`src/rtl/pc_fetch_unit_if.sv`:
```
// Request/acknowledge instruction-memory bus between the fetch unit (master)
// and instruction memory (slave).
interface pc_fetch_unit_if #(
  parameter int PC_WIDTH    = 8,
  parameter int INSTR_WIDTH = 16
);
  logic                   memReq;
  logic [PC_WIDTH-1:0]    memAddr;
  logic                   memAck;
  logic [INSTR_WIDTH-1:0] memData;

  modport master (output memReq, memAddr, input memAck, memData);
  modport slave  (input memReq, memAddr, output memAck, memData);
endinterface

```
`src/rtl/pc_fetch_unit.sv`:
```
// Program counter and request/acknowledge fetch sequencer with branch latch
// and sticky fetch-timeout flag. All outputs are registered.
module pc_fetch_unit #(
  parameter int PC_WIDTH    = 8,
  parameter int INSTR_WIDTH = 16,
  parameter int RESET_PC    = 0,
  parameter int ACK_TIMEOUT = 15
) (
  input  logic                   clk,
  input  logic                   rst_n,
  input  logic                   pcEn,
  input  logic                   branchValid,
  input  logic [PC_WIDTH-1:0]    branchTarget,
  pc_fetch_unit_if.master        mem,
  output logic [PC_WIDTH-1:0]    pc,
  output logic [INSTR_WIDTH-1:0] instr,
  output logic                   instrValid,
  output logic                   fetchErr
);

  typedef enum logic [1:0] {IDLE, FETCH, ADVANCE} state_t;

  localparam logic [7:0] TIMEOUT_LAST = 8'(ACK_TIMEOUT - 1);

  state_t              state;
  logic                mem_req;
  logic [7:0]          wait_cnt;
  logic                pend_valid;
  logic [PC_WIDTH-1:0] pend_target;
  logic [PC_WIDTH-1:0] next_pc;

  assign mem.memReq  = mem_req;
  assign mem.memAddr = pc;

  // A branch arriving on the advance edge beats the pending one.
  always_comb begin
    next_pc = pc + PC_WIDTH'(1);
    if (branchValid)     next_pc = branchTarget;
    else if (pend_valid) next_pc = pend_target;
  end

  always_ff @(posedge clk or negedge rst_n) begin
    if (!rst_n) begin
      state       <= IDLE;
      pc          <= PC_WIDTH'(RESET_PC);
      mem_req     <= 1'b0;
      instr       <= '0;
      instrValid  <= 1'b0;
      fetchErr    <= 1'b0;
      wait_cnt    <= '0;
      pend_valid  <= 1'b0;
      pend_target <= '0;
    end else begin
      instrValid <= 1'b0;
      if (branchValid) begin
        pend_valid  <= 1'b1;
        pend_target <= branchTarget;
      end

      // NOTE: non-blocking assignments mean the last one in this block wins,
      // so consuming the pending branch below overrides the latch above.
      case (state)
        IDLE: begin
          if (pcEn) begin
            mem_req <= 1'b1;
            state   <= FETCH;
          end
        end

        FETCH: begin
          if (mem.memAck) begin
            instr      <= mem.memData;
            instrValid <= 1'b1;
            mem_req    <= 1'b0;
            wait_cnt   <= '0;
            state      <= ADVANCE;
          end else if (wait_cnt == TIMEOUT_LAST) begin
            // Give up on this request; pc is kept so IDLE retries it.
            fetchErr <= 1'b1;
            mem_req  <= 1'b0;
            wait_cnt <= '0;
            state    <= IDLE;
          end else begin
            wait_cnt <= wait_cnt + 8'd1;
          end
        end

        ADVANCE: begin
          if (pcEn) begin
            pc         <= next_pc;
            pend_valid <= 1'b0;
            mem_req    <= 1'b1;
            state      <= FETCH;
          end
        end

        default: state <= IDLE;
      endcase
    end
  end

endmodule

```
`src/flat_wrapper.sv`:
```
// flat-port wrapper written by rule: the top's interface ports become plain ports
module pc_fetch_unit_flat 
#(
  parameter int PC_WIDTH    = 8,
  parameter int INSTR_WIDTH = 16,
  parameter int RESET_PC    = 0,
  parameter int ACK_TIMEOUT = 15
)
  (clk, rst_n, pcEn, branchValid, branchTarget, pc, instr, instrValid, fetchErr, mem_memReq, mem_memAddr, mem_memAck, mem_memData);
  pc_fetch_unit_if #(.PC_WIDTH(PC_WIDTH), .INSTR_WIDTH(INSTR_WIDTH)) mem_i ();
  input  logic clk;
  input  logic rst_n;
  input  logic pcEn;
  input  logic branchValid;
  input  logic [PC_WIDTH-1:0] branchTarget;
  output logic [PC_WIDTH-1:0] pc;
  output logic [INSTR_WIDTH-1:0] instr;
  output logic instrValid;
  output logic fetchErr;
  output wire logic [$bits(mem_i.memReq)-1:0] mem_memReq;
  output wire logic [$bits(mem_i.memAddr)-1:0] mem_memAddr;
  input wire logic [$bits(mem_i.memAck)-1:0] mem_memAck;
  input wire logic [$bits(mem_i.memData)-1:0] mem_memData;
  assign mem_memReq = mem_i.memReq;
  assign mem_memAddr = mem_i.memAddr;
  assign mem_i.memAck = mem_memAck;
  assign mem_i.memData = mem_memData;
  pc_fetch_unit #(.PC_WIDTH(PC_WIDTH), .INSTR_WIDTH(INSTR_WIDTH), .RESET_PC(RESET_PC), .ACK_TIMEOUT(ACK_TIMEOUT)) u_core (.clk(clk), .rst_n(rst_n), .pcEn(pcEn), .branchValid(branchValid), .branchTarget(branchTarget), .mem(mem_i), .pc(pc), .instr(instr), .instrValid(instrValid), .fetchErr(fetchErr));
endmodule
```
`config.mk`:
```
export PLATFORM = sky130hd
export DESIGN_NAME = pc_fetch_unit_flat
export DESIGN_NICKNAME = d
export VERILOG_FILES = /design/src/rtl/pc_fetch_unit_if.sv /design/src/rtl/pc_fetch_unit.sv /design/src/flat_wrapper.sv
export SDC_FILE = /design/constraint.sdc
export NUM_CORES = 1
export LEC_CHECK = 0
export ABC_CLOCK_PERIOD_IN_PS = 1700
export CELL_PAD_IN_SITES_DETAIL_PLACEMENT = 1
export CELL_PAD_IN_SITES_GLOBAL_PLACEMENT = 1
export CORE_AREA = 5 5 89 91
export DETAILED_ROUTE_END_ITERATION = 10
export DIE_AREA = 0 0 94 96
export MAX_ROUTING_LAYER = met4
export PLACE_DENSITY_LB_ADDON = 0.1
export SYNTH_ARGS = -nofsm -noshare
export SYNTH_HDL_FRONTEND = slang
export SYNTH_SLANG_ARGS = --single-unit
```
`constraint.sdc`:
```
create_clock -name clk -period 1.7 [get_ports clk]
set_clock_uncertainty 0.2 [all_clocks]
set_input_delay 0.17 -clock clk [delete_from_list [all_inputs] [get_ports clk]]
set_output_delay 0.17 -clock clk [all_outputs]
set_load 0.005 [all_outputs]
```
==> results of run 1 <==
## final timing paths
| path | depth (start not counted) | from | endpoint | slack (ns) |
|---|---|---|---|---|
| setup / recovery | 6 | u_core.wait_cnt[0] | u_core.wait_cnt[2] | 0.03 |
| hold / removal | 3 | rst_n | u_core.mem.memAddr[7] | 0.19 |
| setup reg to reg | 6 | u_core.wait_cnt[0] | u_core.wait_cnt[2] | 0.03 |
| hold reg to reg | 2 | u_core.fetchErr | u_core.fetchErr | 0.27 |
| max in group asynchronous | 3 | rst_n | u_core.mem.memAddr[3] | 0.88 |
| min in group clk | 2 | u_core.fetchErr | u_core.fetchErr | 0.27 |
## synthesized netlist by cell type (2+ instances only)
master and count:
a21o_1 2, a21oi_1 7, a21oi_2 2, a222oi_1 3
a31oi_1 4, and2_1 2, and3_1 4, buf_2 3
buf_4 8, buf_6 2, dfrtp_1 46, ha_1 3
inv_1 5, mux2_2 15, mux2_4 8, mux2i_1 3
nand2_1 14, nand2b_1 3, nand3_1 3, nand4_1 2
nor2_1 9, o21ai_0 14, o21ai_1 6, xnor2_1 2
## power groups by stage
stage | clock, mW | combinational (mW) | sequential (mW)
finish | 0.714 | 1.74 | 1.77
global placement | 0 | 1.72 | 1.76
floorplan | 0 | 0.758 | 1.75
detailed placement | 0 | 1.72 | 1.78
global route | 0.790 | 1.90 | 1.84
CTS | 0.746 | 1.75 | 1.76
## logic make-up after synthesis
family | after synthesis | share of synthesized area (%)
xor gates and xnor gates | 3 | 1.18
buffers and inverters | 20 | 5.58
and+or+nand+nor | 48 | 12.3
DFF | 46 | 51.9
muxes | 26 | 14.4
AOI/OAI and AO/OA | 45 | 13.0
adders and majority gates | 3 | 1.69
## state kept, by name (all words and copies together) (netlist names)
| signal | count |
|---|---|
| u_core.fetchErr | 1 |
| u_core.instr | 16 |
| u_core.instrValid | 1 |
| u_core.mem.memAddr | 8 |
| u_core.mem.memReq | 1 |
| u_core.pend_target | 8 |
| u_core.pend_valid | 1 |
| u_core.state | 2 |
| u_core.wait_cnt | 8 |
## critical path, delay by kind of cell (launching register included)
| family | cells | cell delay [ns] |
|---|---|---|
| and+or+nand+nor | 1 | 0.22 |
| adders and majority gates | 1 | 0.15 |
| AOI/OAI and AO/OA | 3 | 0.49 |
| DFF | 1 | 0.42 |
| buffers and inverters | 1 | 0.08 |
## through the flow
stage          cell area [µm²]  hold WS, ns  util (%)  total power [mW]
3_5_place_dp              3010      -0.0218      42.6              3.50
4_1_cts                   3130        0.183      44.3              4.25
6_report                  3180        0.185      45.1              4.23
2_1_floorplan             2220       -0.326         -              2.51
5_1_grt                   3180        0.207      45.1              4.54
3_3_place_gp              3010      -0.0192      42.6              3.48
## layer usage
metal | up-vias | wire length (µm) | GRT usage [%]
met1 | 823 | 2500 | 17.0
li1 | 828 | - | -
met2 | 33 | 2700 | 20.1
met5 | - | 0 | -
met3 | 2 | 216 | 2.97
met4 | 0 | 32 | 3.97
## layout make-up
class	count	share of cell area [%]
clock inverters	2	0.393
flip-flops and latches	46	36.4
repair buffers	84	25.6
inverters	6	0.708
clock buffers	6	2.60
well taps	99	3.89
multi-input cells	125	30.4
## what timing repair did
item / CTS / global route
hold buffers: 1 / 0
endpoints found under the hold margin: 46 / 0
endpoints found under the setup margin: 6 / 23
setup buffers: 2 / 1
resized for setup: 1 / 18
pin swaps: 1 / 2
==> run summary, run 1 <==
Post-DP HPWL - 3.96 mm
grt ovf - 0
Ys Warns - 0
PortBufs - 63
via/cell ratio - 4.58
#FFs+latches synth - 46
leakage power - 1.40 nW
Slew headroom - 78.6%
worst-skew pair later-pin latency - 0.30 ns
switching power - 1.27 mW
Syn Nets - 223
Worst Max-Slew Pin Slew - 0.321 ns
placed instance count - 356
sw frac - 30.1%
maxcap violations - 0
Die W - 94 µm
largest net degree at the start of global routing - 47
root buf cell - clkbuf_8
register share of total power - 41.9%
routed len/inst - 14.8 µm
CP Data Required Time - 1.67 ns
critical path endpoint category - register
critical-path cell list - inv_1 -> ha_1 -> nand4b_1 -> o21a_4 -> a21oi_2 -> a31oi_1
outcome - complete, no violations
first-pass GRT wire length - 8.96 mm
endpoints failing hold - 0
worst setup slack after layout - 0.0294 ns
CP Class - register to register
number of global-route vias before repair - 1,799
Peak Freq - 599 MHz
Pint - 2.95 mW
filler instances - 786
CTS Sinks - 46
layout cells sized above 1 - 27.5%
Pre-Repair DR Iteration Count - 4
Synth Instances - 191
Max Slew Vio Count - 0
Final ANT Viol Nets - 0
# IOs - 64
initial antenna violation count - 0
post-layout minimum cycle time - 1.67 ns
post-route setup TNS - 0 ns
Area growth, synth to finish - 43.3%
Worst Path Arrival - 1.64 ns
GPL Wtd Cong - 0.753
Post-route DRC - 0
row count - 31
synthesized area - 2220 µm²
Total Wirelength - 5.45 mm
most frequent cells in the layout - clkdlybuf4s50_1, dfrtp_1, buf_4, mux2_2, nand2_1
# setup viols final - 0
Hold WC Path Type - input pin to asynchronous set/reset pin
final period utilization - 98.3%
Yosys top cell area share - 51.9%
max incr delay on CP - 0.42 ns
CTS buffer count - 5
Cell Count, Final, Fillers Out - 368
die area - 9020 µm²
htree depth - 2
largest cells by area after synthesis - dfrtp_1, mux2_2, mux2_4, o21ai_0, buf_4
Synth Flop Type - dfrtp_1
worst IR drop on VDD - 0.470 mV
Setup WS pre-CTS - -0.0678 ns
crit path launch type - register
Total Nets Final - 300
clock share of power - 16.9%
CP max stage cell - dfrtp_1
asr flop ratio synth - 100%
RSZ-0062 raised after global routing - true
number of synthesized flops with an enable pin - 0
mean post-synth cell area - 11.6 µm²
Worst-path clk slew - 0.10 ns
Cell Pwr Density - 1330 nW/µm²
vias - 1,686
area leader, netlist - dfrtp_1
logic gate share of total power - 41.2%
Netlist cell types - 45
Core Area - 7060 µm²
n_diodes - 0
CTS max path bufs - 2
Initial Util - 31.4%
register area - 1160 µm²
leading cell type in the layout, fill and taps excluded - clkdlybuf4s50_1
DRT iter0 DRCs - 64
area of the multi-input gates - 967 µm²
Seq/Total Area, Yosys - 51.9%
GRT Overall Usage - 13.0%
die span in y - 96 µm
TritonCTS clock tree - done
CP max FO - 8
Power figures use the tool's default switching activity.
==> run 2, diff against run 1 <==
Settings changed: CORE_AREA 5 5 89 91 to 5 5 81 98, DIE_AREA 0 0 94 96 to 0 0 86 103.
==> run 2 against run 1 <==
Effect of this change:
- worst hold slack lost 0.0051 ns
- clock-buffer cell count is the same
- wire length shrank 1.4%
- sequential power is essentially flat
- fmax grew 0.50%
- highest routed layer unchanged
==> run summary, run 2 (synthesized netlist as in run 1, its figures left out) <==
Top reg by flops - u_core.instr (unchanged)
root buf cell - clkbuf_8 (unchanged)
TritonCTS clock tree - done (unchanged)
CP max FO - 5 (was 8)
DRT iter0 DRCs - 43 (was 64)
CTS Sinks - 46 (unchanged)
# IOs - 64 (unchanged)
layout cells sized above 1 - 27.0% (was 27.5%)
GPL Wtd Cong - 0.751 (was 0.753)
Die W - 86 µm (was 94 µm)
Pre-Repair DR Iteration Count - 4 (unchanged)
Worst Path Arrival - 1.29 ns (was 1.64 ns)
# setup viols final - 0 (unchanged)
vias - 1,760 (was 1,686)
Post-DP HPWL - 3.93 mm (was 3.96 mm)
post-layout minimum cycle time - 1.66 ns (was 1.67 ns)
critical path endpoint category - output port (was register)
Area growth, synth to finish - 43.0% (was 43.3%)
Cell Pwr Density - 1360 nW/µm² (was 1330 nW/µm²)
CTS max path bufs - 2 (unchanged)
filler instances - 767 (was 786)
CP Data Required Time - 1.33 ns (was 1.67 ns)
worst-case reg-to-reg path depth - 6 (unchanged)
outcome - complete, no violations (unchanged)
total power draw - 4.33 mW (was 4.23 mW)
Worst-path clk slew - 0.09 ns (was 0.10 ns)
Cell Count, Final, Fillers Out - 357 (was 368)
Hold WC Path Type - input pin to asynchronous set/reset pin (unchanged)
Initial Util - 31.6% (was 31.4%)
worst-skew pair later-pin latency - 0.30 ns (about the same)
post-route cell area - 3170 µm² (was 3180 µm²)
hold_ws - 0.180 ns (was 0.185 ns)
Total Wirelength - 5.37 mm (was 5.45 mm)
most frequent cells in the layout - clkdlybuf4s50_1, dfrtp_1, mux2_2 (was clkdlybuf4s50_1, dfrtp_1, buf_4, mux2_2, nand2_1)
maxcap violations - 0 (unchanged)
row count - 34 (was 31)
via/cell ratio - 4.93 (was 4.58)
worst IR drop on VDD - 0.544 mV (was 0.470 mV)
GRT Overall Usage - 13.1% (was 13.0%)
final period utilization - 97.8% (was 98.3%)
CP Class - register to output port (was register to register)
CTS buffer count - 5 (unchanged)
htree depth - 2 (unchanged)
Core Area - 7020 µm² (was 7060 µm²)
Worst Max-Slew Pin Slew - 0.307 ns (was 0.321 ns)
first-pass GRT wire length - 8.87 mm (was 8.96 mm)
die area - 8860 µm² (was 9020 µm²)
leakage power - 1.40 nW (about the same)
Final ANT Viol Nets - 0 (unchanged)
number of global-route vias before repair - 1,849 (was 1,799)
endpoints failing hold - 0 (unchanged)
worst setup slack after layout - 0.0376 ns (was 0.0294 ns)
Total Nets Final - 298 (was 300)
Max Slew Vio Count - 0 (unchanged)
Setup WS pre-CTS - -0.101 ns (was -0.0678 ns)
largest net degree at the start of global routing - 47 (unchanged)
PortBufs - 63 (unchanged)
n_diodes - 0 (unchanged)
RSZ-0062 raised after global routing - true (unchanged)
placed instance count - 346 (was 356)
initial antenna violation count - 0 (unchanged)
crit path launch type - register (unchanged)
Post-route DRC - 0 (unchanged)
routed len/inst - 15.0 µm (was 14.8 µm)
DP Area - 2990 µm² (was 3010 µm²)
grt ovf - 0 (unchanged)
die span in y - 103 µm (was 96 µm)
Peak Freq - 602 MHz (was 599 MHz)
max reg flops - 16 (unchanged)
Slew headroom - 79.5% (was 78.6%)
leading cell type in the layout, fill and taps excluded - clkdlybuf4s50_1 (unchanged)
[run 2: per-stage QoR]
step	setup TNS, ns	utilization, %
final	0	45.2
after global routing	-0.0157	45.2
after CTS	0	44.5
after detailed placement	-0.368	42.6
after global placement	-0.130	42.6
after floorplan	0	-
[run 2: timing repair]
action | in CTS | in global routing
endpoints found under the setup margin | 8 | 18
endpoints found under the hold margin | 46 | 0
hold buffers | 1 | 0
pin swaps | 0 | 4
setup buffers | 1 | 1
gates resized for setup | 5 | 16
[run 2: routing by layer]
metal | global-route usage [%] | vias up | wire length (µm)
li1 | - | 823 | -
met1 | 14.3 | 893 | 2280
met2 | 23.7 | 37 | 2780
met3 | 2.80 | 7 | 251
met4 | 3.90 | 0 | 63
met5 | - | - | 0
[run 2: power breakdown]
| part | internal (mW) | switching, mW | leakage (nW) | total, mW |
|---|---|---|---|---|
| Combinational | 1.16 | 0.575 | 0.791 | 1.74 |
| Sequential | 1.45 | 0.316 | 0.553 | 1.77 |
| Clock | 0.439 | 0.383 | 0.0514 | 0.823 |
| Total | 3.05 | 1.27 | 1.40 | 4.33 |
[run 2: critical path, cell delays in order (launching register included)]
cell and delay, ns:
dfrtp_1 0.38, buf_6 0.12, clkdlybuf4s50_1 0.49
[run 2: final timing paths]
check / from / endpoint / slack (ns)
worst max-delay path: u_core.mem.memAddr[2] / pc[2] / 0.04
worst min-delay path: rst_n / u_core.pend_target[2] / 0.18
worst max register to register: u_core.wait_cnt[0] / u_core.wait_cnt[3] / 0.05
worst min register to register: u_core.fetchErr / u_core.fetchErr / 0.27
max in group asynchronous: rst_n / u_core.wait_cnt[0] / 0.89
min in group clk: branchTarget[6] / u_core.pend_target[6] / 0.26
[run 2: cell type report]
cell class / instances / area (µm²) / area share (%)
Clock inverter: 2 / 37.5 / 1.18
Timing Repair Buffer: 82 / 800 / 25.2
Tap cell: 90 / 113 / 3.55
Multi-Input combinational cell: 125 / 971 / 30.6
Inverter: 6 / 22.5 / 0.710
Clock buffer: 6 / 72.6 / 2.29
Sequential cell: 46 / 1160 / 36.5
==> run 3, diff against run 2 <==
Settings changed: SKIP_CTS_REPAIR_TIMING set to 1.
==> run 3 against run 2 <==
Effect of this change:
- utilization up 0.11 points
- clock power about the same
- final cell count unchanged
- highest routed layer unchanged
- sequential share of layout area down 0.086 points
- register-to-register slack about the same
- combinational power about the same
==> run summary, run 3 (synthesized netlist as in run 1, its figures left out) <==
outcome - complete, no violations (unchanged)
Pre-Repair DR Iteration Count - 4 (unchanged)
Total Wirelength - 5.37 mm (about the same)
Total Nets Final - 298 (unchanged)
Worst-path clk slew - 0.09 ns (about the same)
largest net degree at the start of global routing - 47 (unchanged)
CP Data Required Time - 1.33 ns (about the same)
Top reg by flops - u_core.instr (unchanged)
layout cells sized above 1 - 27.0% (unchanged)
Post-route DRC - 0 (unchanged)
Slew headroom - 79.5% (unchanged)
htree depth - 2 (unchanged)
CP max stage cell - clkdlybuf4s50_1 (unchanged)
crit path launch type - register (unchanged)
number of global-route vias before repair - 1,847 (was 1,849)
post-route setup TNS - 0 ns (unchanged)
reg-to-reg critical path endpoint - u_core.wait_cnt[3] (unchanged)
max incr delay on CP - 0.49 ns (about the same)
row count - 34 (unchanged)
RSZ-0062 raised after global routing - true (unchanged)
first-pass GRT wire length - 8.87 mm (unchanged)
Final ANT Viol Nets - 0 (unchanged)
worst-case reg-to-reg path depth - 6 (unchanged)
Peak Freq - 601 MHz (was 602 MHz)
worst IR drop on VDD - 0.545 mV (was 0.544 mV)
reg-to-reg startpoint - u_core.wait_cnt[0] (unchanged)
R2R setup slack - 0.05 ns (about the same)
Worst Path Arrival - 1.29 ns (about the same)
Area growth, synth to finish - 43.3% (was 43.0%)
Worst Max-Slew Pin Slew - 0.307 ns (unchanged)
CTS buffer count - 5 (unchanged)
die span in y - 103 µm (unchanged)
initial antenna violation count - 0 (unchanged)
post-route cell area - 3180 µm² (was 3170 µm²)
Post-DP HPWL - 3.93 mm (unchanged)
routed len/inst - 15.0 µm (about the same)
final period utilization - 97.8% (about the same)
CP startpoint - u_core.mem.memAddr[2] (unchanged)
Hold WC Path Type - input pin to asynchronous set/reset pin (unchanged)
CP max FO - 5 (unchanged)
GPL Wtd Cong - 0.751 (unchanged)
grt ovf - 0 (unchanged)
most frequent cells in the layout - clkdlybuf4s50_1, dfrtp_1, mux2_2 (unchanged)
leakage power - 1.42 nW (was 1.40 nW)
DP Area - 2990 µm² (unchanged)
max reg flops - 16 (unchanged)
PortBufs - 63 (unchanged)
maxcap violations - 0 (unchanged)
via/cell ratio - 4.92 (was 4.93)
leading cell type in the layout, fill and taps excluded - clkdlybuf4s50_1 (unchanged)
vias - 1,755 (was 1,760)
post-layout minimum cycle time - 1.66 ns (about the same)
total power draw - 4.33 mW (about the same)
# IOs - 64 (unchanged)
DRT iter0 DRCs - 46 (was 43)
n_diodes - 0 (unchanged)
die area - 8860 µm² (unchanged)
Max Slew Vio Count - 0 (unchanged)
Die W - 86 µm (unchanged)
CTS Sinks - 46 (unchanged)
endpoints failing hold - 0 (unchanged)
critical path endpoint category - output port (unchanged)
Cell Pwr Density - 1360 nW/µm² (about the same)
critical-path cell list - buf_6 -> clkdlybuf4s50_1 (unchanged)
CP Buf/Inv Count - 2 (unchanged)
TritonCTS clock tree - done (unchanged)
root buf cell - clkbuf_8 (unchanged)
worst-skew pair later-pin latency - 0.30 ns (about the same)
# setup viols final - 0 (unchanged)
GRT Overall Usage - 13.1% (unchanged)
delay-heaviest family, CP - buffers and inverters (unchanged)
Core Area - 7020 µm² (unchanged)
Initial Util - 31.6% (unchanged)
CP Class - register to output port (unchanged)
CTS max path bufs - 2 (unchanged)
## run 3: power by group
group | internal (mW) | total, mW | leakage [nW] | switching (mW)
logic | 1.17 | 1.74 | 0.811 | 0.575
registers | 1.45 | 1.77 | 0.553 | 0.315
clock network | 0.439 | 0.823 | 0.0514 | 0.384
## run 3: per-stage QoR
step	util, %	instances	setup WS [ns]	hold slack [ns]
CTS	44.2	354	-0.0317	-0.350
detailed placement	42.6	346	-0.101	-0.0141
global placement	42.6	346	-0.0438	-0.0165
global route	45.3	357	-0.0123	0.203
floorplan	-	191	0.106	-0.326
finish	45.3	357	0.0370	0.181
## run 3: cell type report
type	count	area (µm²)
inverter	6	22.5
clock buffer	6	72.6
clock inverter	2	37.5
timing repair buffer	82	807
tap	90	113
sequential	46	1160
multi-input combinational	125	971
fill	768	3840
## run 3: worst reg2reg max path: stages (launching register included)
cell and delay (ns):
dfrtp_2 0.45, inv_2 0.06, ha_1 0.13, nand4b_1 0.20, o21a_4 0.31, a21oi_2 0.12, o21ai_1 0.07
## run 3: per-layer routing
layer / vias up / routed length (µm) / GRT usage, %
li1: 822 / - / -
met2: 35 / 2760 / 23.7
met5: - / 0 / -
met1: 891 / 2290 / 14.3
met4: 0 / 63 / 3.90
met3: 7 / 246 / 2.80
## run 3: worst max-delay path by stage
stage / end / cells after the start / slack (ns)
after detailed placement: u_core.mem.memAddr[5] / 5 / -0.10
after global routing: u_core.wait_cnt[3] / 6 / -0.01
after global placement: u_core.mem.memAddr[3] / 5 / -0.04
final: pc[2] / 2 / 0.04
after floorplan: u_core.mem.memAddr[6] / 5 / 0.11
after CTS: pc[3] / 1 / -0.03
